--- config.mk ---
export PLATFORM = sky130hd
export DESIGN_NAME = pooling_2d_stream
export DESIGN_NICKNAME = d
export VERILOG_FILES = /design/src/rtl/pooling_2d_stream.sv
export SDC_FILE = /design/constraint.sdc
export NUM_CORES = 1
export LEC_CHECK = 0
export CORE_ASPECT_RATIO = 1.4
export CORE_UTILIZATION = 35
export CTS_CLUSTER_SIZE = 16
export DETAILED_ROUTE_END_ITERATION = 16
export HOLD_SLACK_MARGIN = 0.03
export PLACE_DENSITY = 0.48
export SETUP_SLACK_MARGIN = 0.3
export SLEW_MARGIN = 30
export SYNTH_ARGS = -nofsm -noshare
export SYNTH_HDL_FRONTEND = slang
export SYNTH_SLANG_ARGS = --single-unit
export TNS_END_PERCENT = 5
--- constraint.sdc ---
create_clock -name clk -period 4.3 [get_ports clk]
set_input_delay 0.86 -clock clk [delete_from_list [all_inputs] [get_ports clk]]
set_output_delay 0.86 -clock clk [all_outputs]
set_load 0.01 [all_outputs]
--- src/rtl/pooling_2d_stream.sv ---
// Streaming 2x2 stride-2 max/average pooling over a raster-order feature map.
// Define POOL_AVG_EN to enable the runtime-selectable average path (mode port).
module pooling_2d_stream #(
  parameter int DATA_W = 16,
  parameter int IMG_W  = 24,
  parameter int IMG_H  = 20
) (
  input  logic              clk,
  input  logic              Rst_n,
  input  logic [DATA_W-1:0] s_data,
  input  logic              valid_in,
  input  logic              mode,
  output logic [DATA_W-1:0] result,
  output logic              valid_out,
  output logic              frame_done
);

  localparam int HW = IMG_W / 2;
  localparam int CW = (IMG_W > 1) ? $clog2(IMG_W) : 1;
  localparam int RW = (IMG_H > 1) ? $clog2(IMG_H) : 1;
  localparam int IW = (HW > 1) ? $clog2(HW) : 1;
`ifdef POOL_AVG_EN
  localparam int LW = DATA_W + 1;
  localparam int VW = DATA_W + 2;
`else
  localparam int LW = DATA_W;
`endif

  logic [CW-1:0]     col_q, col_d;
  logic [RW-1:0]     row_q, row_d;
  logic [DATA_W-1:0] h_hold_q, h_hold_d;
  logic [DATA_W-1:0] result_q, result_d;
  logic              valid_q, valid_d;
  logic              done_q, done_d;
  logic [LW-1:0]     lbuf_q [HW];
  logic              lbuf_we;
  logic [IW-1:0]     lidx;

  logic signed [DATA_W-1:0] hh, sd, h_max;
  logic signed [LW-1:0]     h, lb, v_max;
  logic [DATA_W-1:0]        res_v;
  logic                     col_last, row_last;

  assign hh       = h_hold_q;
  assign sd       = s_data;
  assign h_max    = (hh > sd) ? hh : sd;
  assign lidx     = IW'(col_q >> 1);
  assign lb       = lbuf_q[lidx];
  assign v_max    = (lb > h) ? lb : h;
  assign col_last = (col_q == CW'(IMG_W - 1));
  assign row_last = (row_q == RW'(IMG_H - 1));

`ifdef POOL_AVG_EN
  logic              mode_q, mode_d;
  logic signed [LW-1:0] h_sum;
  logic signed [VW-1:0] v_sum, v_shr;
  logic              unused_avg;

  assign h_sum = LW'(hh) + LW'(sd);
  assign h     = mode_q ? h_sum : LW'(h_max);
  assign v_sum = VW'(lb) + VW'(h);
  assign v_shr = v_sum >>> 2;
  assign res_v = mode_q ? v_shr[DATA_W-1:0] : v_max[DATA_W-1:0];
  assign unused_avg = ^{v_shr[VW-1:DATA_W], v_max[LW-1]};

  // Frame mode is latched on pixel (0,0) only
  always_comb begin
    mode_d = mode_q;
    if (valid_in && col_q == '0 && row_q == '0) mode_d = mode;
  end

  always_ff @(posedge clk or negedge Rst_n) begin
    if (!Rst_n) mode_q <= 1'b0;
    else        mode_q <= mode_d;
  end
`else
  logic unused_mode;

  assign h           = h_max;
  assign res_v       = v_max;
  assign unused_mode = mode;
`endif

  always_comb begin
    col_d    = col_q;
    row_d    = row_q;
    h_hold_d = h_hold_q;
    result_d = result_q;
    valid_d  = 1'b0;
    done_d   = 1'b0;
    lbuf_we  = 1'b0;
    if (valid_in) begin
      col_d = col_last ? '0 : col_q + CW'(1);
      if (col_last) row_d = row_last ? '0 : row_q + RW'(1);
      if (!col_q[0]) begin
        h_hold_d = s_data;
      end else if (!row_q[0]) begin
        lbuf_we = 1'b1;
      end else begin
        valid_d  = 1'b1;
        done_d   = col_last && row_last;
        result_d = res_v;
      end
    end
  end

  always_ff @(posedge clk or negedge Rst_n) begin
    if (!Rst_n) begin
      col_q    <= '0;
      row_q    <= '0;
      h_hold_q <= '0;
      result_q <= '0;
      valid_q  <= 1'b0;
      done_q   <= 1'b0;
    end else begin
      col_q    <= col_d;
      row_q    <= row_d;
      h_hold_q <= h_hold_d;
      result_q <= result_d;
      valid_q  <= valid_d;
      done_q   <= done_d;
    end
  end

  // Even rows always refill an entry before the odd row reads it
  always_ff @(posedge clk) begin
    if (lbuf_we) lbuf_q[lidx] <= h;
  end

  assign result     = result_q;
  assign valid_out  = valid_q;
  assign frame_done = done_q;

endmodule

* After elaboration in Yosys (flattened, before gate mapping)
Memories as Yosys holds them, arrays and structs flattened. Index checks and enable logic that the tools add are counted.
Word-level totals: register bits after elaboration 44, bits of input ports 20, output and inout bits 18, bits in writable memories 192, memories kept 1
Operators by class: order comparisons 2, mux-type cells 15, add/sub/neg operators 2, bitwise logic cells 1, reduce and logical (&&, ||, !) cells 4, equal/unequal tests 2
Memory list:
- lbuf_q | depth 12, width 16, rd ports 1, clocked after memory_dff 0, wr ports 1, line 35 | logic [LW-1:0] lbuf_q [HW];
Operators with widths (number):
- 16-bit > comparator | 2
- 16-bit two-way mux | 2
- 1-bit two-way mux | 11
- 5-bit by 1-bit adder with 5-bit output (second input constant) | 2
- 5-bit == test (second input constant) | 2
- 5-bit two-way mux | 2
- 2-bit AND reduction | 2
- 3-bit AND reduction | 1
- 1-bit logical AND | 1
- 1-bit NOT | 1

* Logic depth before layout (Yosys ltp)
Gate-level depths: netlist of the first run.
word-level depth 5, depth in mapped cells 19

* Worst setup path before layout of the first run
No wires, ideal clock.
path kind input port to flip-flop, from input port s_data[15], to register result_q[5], in the netlist result[5], arrival time 4.747 ns, data required time 4.169 ns, stages 18, slack -0.578 ns, buffers on the path 5, cells stage by stage inv_1 -> ha_1 -> buf_6 -> nand4_4 -> or4_4 -> a21oi_1 -> or3_1 -> buf_6 -> buf_4 -> mux2_4 -> ha_1 -> nand4_1 -> a2111o_1 -> a31oi_1 -> nand2b_1 -> buf_2 -> buf_2 -> o211ai_1
On the way: cells in the longest elaborated chain, start to end 4
RTL lines:
- from (decl) | line 10 | input logic [DATA_W-1:0] s_data,
- 16-bit > comparator | line 46 | assign h_max = (hh > sd) ? hh : sd;
- 16-bit two-way mux * | line 46
- 16-bit > comparator | line 49 | assign v_max = (lb > h) ? lb : h;
- 16-bit two-way mux * | line 49
- to (signal assigned) | line 119 | result_q <= result_d;
- to (decl) | line 32 | logic [DATA_W-1:0] result_q, result_d;
Mark *: on every way between the ends. The rest lies on a longest branch, timed or not. A chain may end at the register's enable or synchronous reset.

* Worst setup path after layout of the first run
from input port s_data[8], to register result_q[3], in the netlist result[3]
Same word-level chain as after synthesis.

==> metrics.cfg, run 1 <==
[pwr]
powerDensity_mw_per_mm2=652
swShare=0.334
power_frac_comb=0.409
ir_drop_mv=0.251
seq_power_share=0.361
p_clk_frac=0.230
leakagePower_nw=4.91
switchingPower_w=0.00289
internal-power_w=0.00576

[logic_synthesis]
synth.most_common_cell=edfxtp_1
synth_top_cell_by_area=edfxtp_1
synth.area.top_cells=edfxtp_1 55%, dfrtp_1 10%, mux4_2 10%, mux2i_1 4.4%, ha_1 4.0%
synth_seq_area_share=0.649
synth_top_cell_area_share=0.545
syn_inst=664
synth_top_flop_cell=edfxtp_1
synth_nets=718
synth_seq_cells=236
synth_edf_count=192
synth_common_cells=192 x edfxtp_1, 60 x nand2_1, 48 x mux4_2, 47 x mux2i_1, 44 x dfrtp_1
ys_warn_count=0
netlist_area_mm2=0.0106
netlist-cell-type-count=49
synthArstFlopShare=0.186
synth_area_per_cell_um2=15.9

[floorplanning]
dieWidth_um=149
core.rowCount=74
core_area_mm2=0.0294
io_pins=38
die_h_um=208
start_util=0.359
dieArea_mm2=0.0309

[drt]
wl_per_cell_um=21.2
ant_nets=0
drtIter0Drc=353
drc=0
firstDrtPassIters=4
num_vias=6106
via_per_inst=5.12
drt_wl_total_um=25300

[clocking]
cts_buffers=24
clockBufferDepth=3
cts-root-buf=clkbuf_16
h-tree-depth=1
clock_latency_ns=0.53
cts_tree=built
cts_sinks=236
cts.clk_slew.worst_paths_ns=0.06

[global_route]
overflow=0
antenna_found_initial=0
first_global_vias=6724
grt_pass1_wl_um=39200
grtUsageTotal=0.170
grt_max_degree=45

[placement]
io_buffer_count=36
hpwl_um=16400
gp_congestion=0.834
placed_area_mm2=0.0121

[min_path]
min_path_type=in -> async

[status]
status=finished, final reports clean

[cells_and_area]
syn_to_final_growth_pct=25.6
drive_gt1_frac=0.346
final_area_mm2=0.0133
num-nets-final=851
num_antenna_cells=0

[timing]
setup_tns_ns=0
tightestPinTransition_ns=0.781
setup_viol=0
fmaxAchievable_mhz=242
fin_crit_sh=0.962
slew_viol_final=0
rsz0062_at_grt=true
skew_ns=0.0205
fin_crit_ns=4.14
maxSlewHeadroom=0.479
hold_viol=0
hold_ws_ns=0.343

[run]
max_cap_violations=0

[setup_path]
critPathCaptureType=register
reg2reg_from=h_hold_q[10]
worstPathArrival_ns=4.57
crit_type=in -> reg
worstReg2RegEnd=result[3]
crit_required_ns=4.74
critPathLaunchType=input port
worstPathMaxFanout=8
reg2reg_depth=18
ff2ff_setup_slack_ns=0.20

[layout make-up]
type                            count  area [µm²]
Fill cell                        2575       16200
Tap cell                          380         475
Clock inverter                     13        93.8
Sequential cell                   236        6880
Clock buffer                       29         641
Multi-Input combinational cell    360        3760
Timing Repair Buffer              139        1290
Inverter                           36         151
[routing by layer]
layer  vias to the layer above  global-route usage  share of wire
li1                       2832                   -              -
met1                      3142               0.198           0.40
met2                        98               0.320           0.56
met3                        34              0.0171          0.025
met4                         0              0.0545          0.023
met5                         -                   0              0
[kinds of logic (layout without fill, tap and decap cells)]
logic type	after synthesis	count (layout)	share of synthesized area
flip-flops	236	236	0.649
AND/OR/NAND/NOR	128	128	0.0573
XOR/XNOR	2	2	0.00166
AO/OA/AOI/OAI	82	82	0.0525
buffers and inverters	68	217	0.0286
multiplexers	114	114	0.170
adder cells (fa/ha/maj)	34	34	0.0402
[registers in the layout (all words and copies together) (netlist names)]
name / cells
frame_done: 1
col_q: 5
row_q: 5
result: 16
valid_out: 1
h_hold_q: 16
lbuf_q: 192
[placed cells by master (no fill, tap or decap), drive strengths merged, types with 10 or more instances in the layout]
| cell | synthesis | final |
|---|---|---|
| mux2 | 19 | 19 |
| mux2i | 47 | 47 |
| mux4 | 48 | 48 |
| inv | 36 | 36 |
| clkinv | 0 | 10 |
| o211ai | 17 | 17 |
| edfxtp | 192 | 192 |
| o21ai | 37 | 37 |
| nand3 | 23 | 23 |
| clkdlybuf4s50 | 0 | 19 |
| clkbuf | 18 | 31 |
| nor2 | 14 | 14 |
| buf | 13 | 111 |
| ha | 34 | 34 |
| nand2 | 60 | 60 |
| dfrtp | 44 | 44 |
| a21oi | 15 | 15 |
[worst max-delay path, cell delays in order]
cell and delay, ns:
buf_6 0.08, inv_2 0.03, ha_1 0.26, nand4_1 0.20
or4_4 0.59, buf_6 0.15, o21ai_4 0.16, buf_12 0.16
buf_4 0.13, mux2i_1 0.06, mux2_2 0.29, ha_1 0.30
nand4_1 0.12, buf_4 0.15, nor4_1 0.26, a21o_1 0.16
a31oi_4 0.05, nand2b_4 0.22, buf_12 0.17, o211ai_1 0.16
[per-stage QoR]
step,setup WS (ns),power [W],instances,utilization
6_report,0.164,0.00866,1193,0.451
5_1_grt,0.0808,0.00915,1193,0.451
4_1_cts,0.189,0.00866,1191,0.448
3_5_place_dp,-0.816,0.00641,1136,0.410
3_3_place_gp,-0.758,0.00631,1136,0.410
2_1_floorplan,-0.165,0.00517,664,-
[power groups by stage]
stage          clock network, W  registers (W)  logic, W
2_1_floorplan                 0        0.00308   0.00209
4_1_cts                 0.00206        0.00313   0.00348
3_3_place_gp                  0        0.00316   0.00316
6_report                0.00199        0.00312   0.00354
3_5_place_dp                  0        0.00317   0.00324
5_1_grt                 0.00213        0.00316   0.00386
[repair_timing]
action	in CTS	in global routing
endpoints found under the setup margin	16	16
setup buffers	12	2
pin swaps	22	14
hold buffers	0	0
resized for setup	83	20
gates cloned	1	0
[how the worst max path moves through the flow]
stage / cells after the start / slack, ns / from / end
4_1_cts: 15 / 0.19 / h_hold_q[10] / result[0]
6_report: 20 / 0.16 / s_data[8] / result[3]
5_1_grt: 20 / 0.08 / s_data[8] / result[3]
3_3_place_gp: 16 / -0.76 / s_data[14] / result[5]
2_1_floorplan: 19 / -0.16 / s_data[15] / result[5]
3_5_place_dp: 16 / -0.82 / s_data[14] / result[0]
Note: power is estimated with default switching activity, not from simulation.
==> run 2: changes to the inputs <==
--- a/config.mk
+++ b/config.mk
@@ -7,7 +7,7 @@
 export LEC_CHECK = 0
 export CORE_ASPECT_RATIO = 1.4
 export CORE_UTILIZATION = 35
-export CTS_CLUSTER_SIZE = 16
+export CTS_CLUSTER_SIZE = 14
 export DETAILED_ROUTE_END_ITERATION = 16
 export HOLD_SLACK_MARGIN = 0.03
 export PLACE_DENSITY = 0.48
==> results of run 2 <==
Final layout, timing and power as in run 1 (identical DEF).
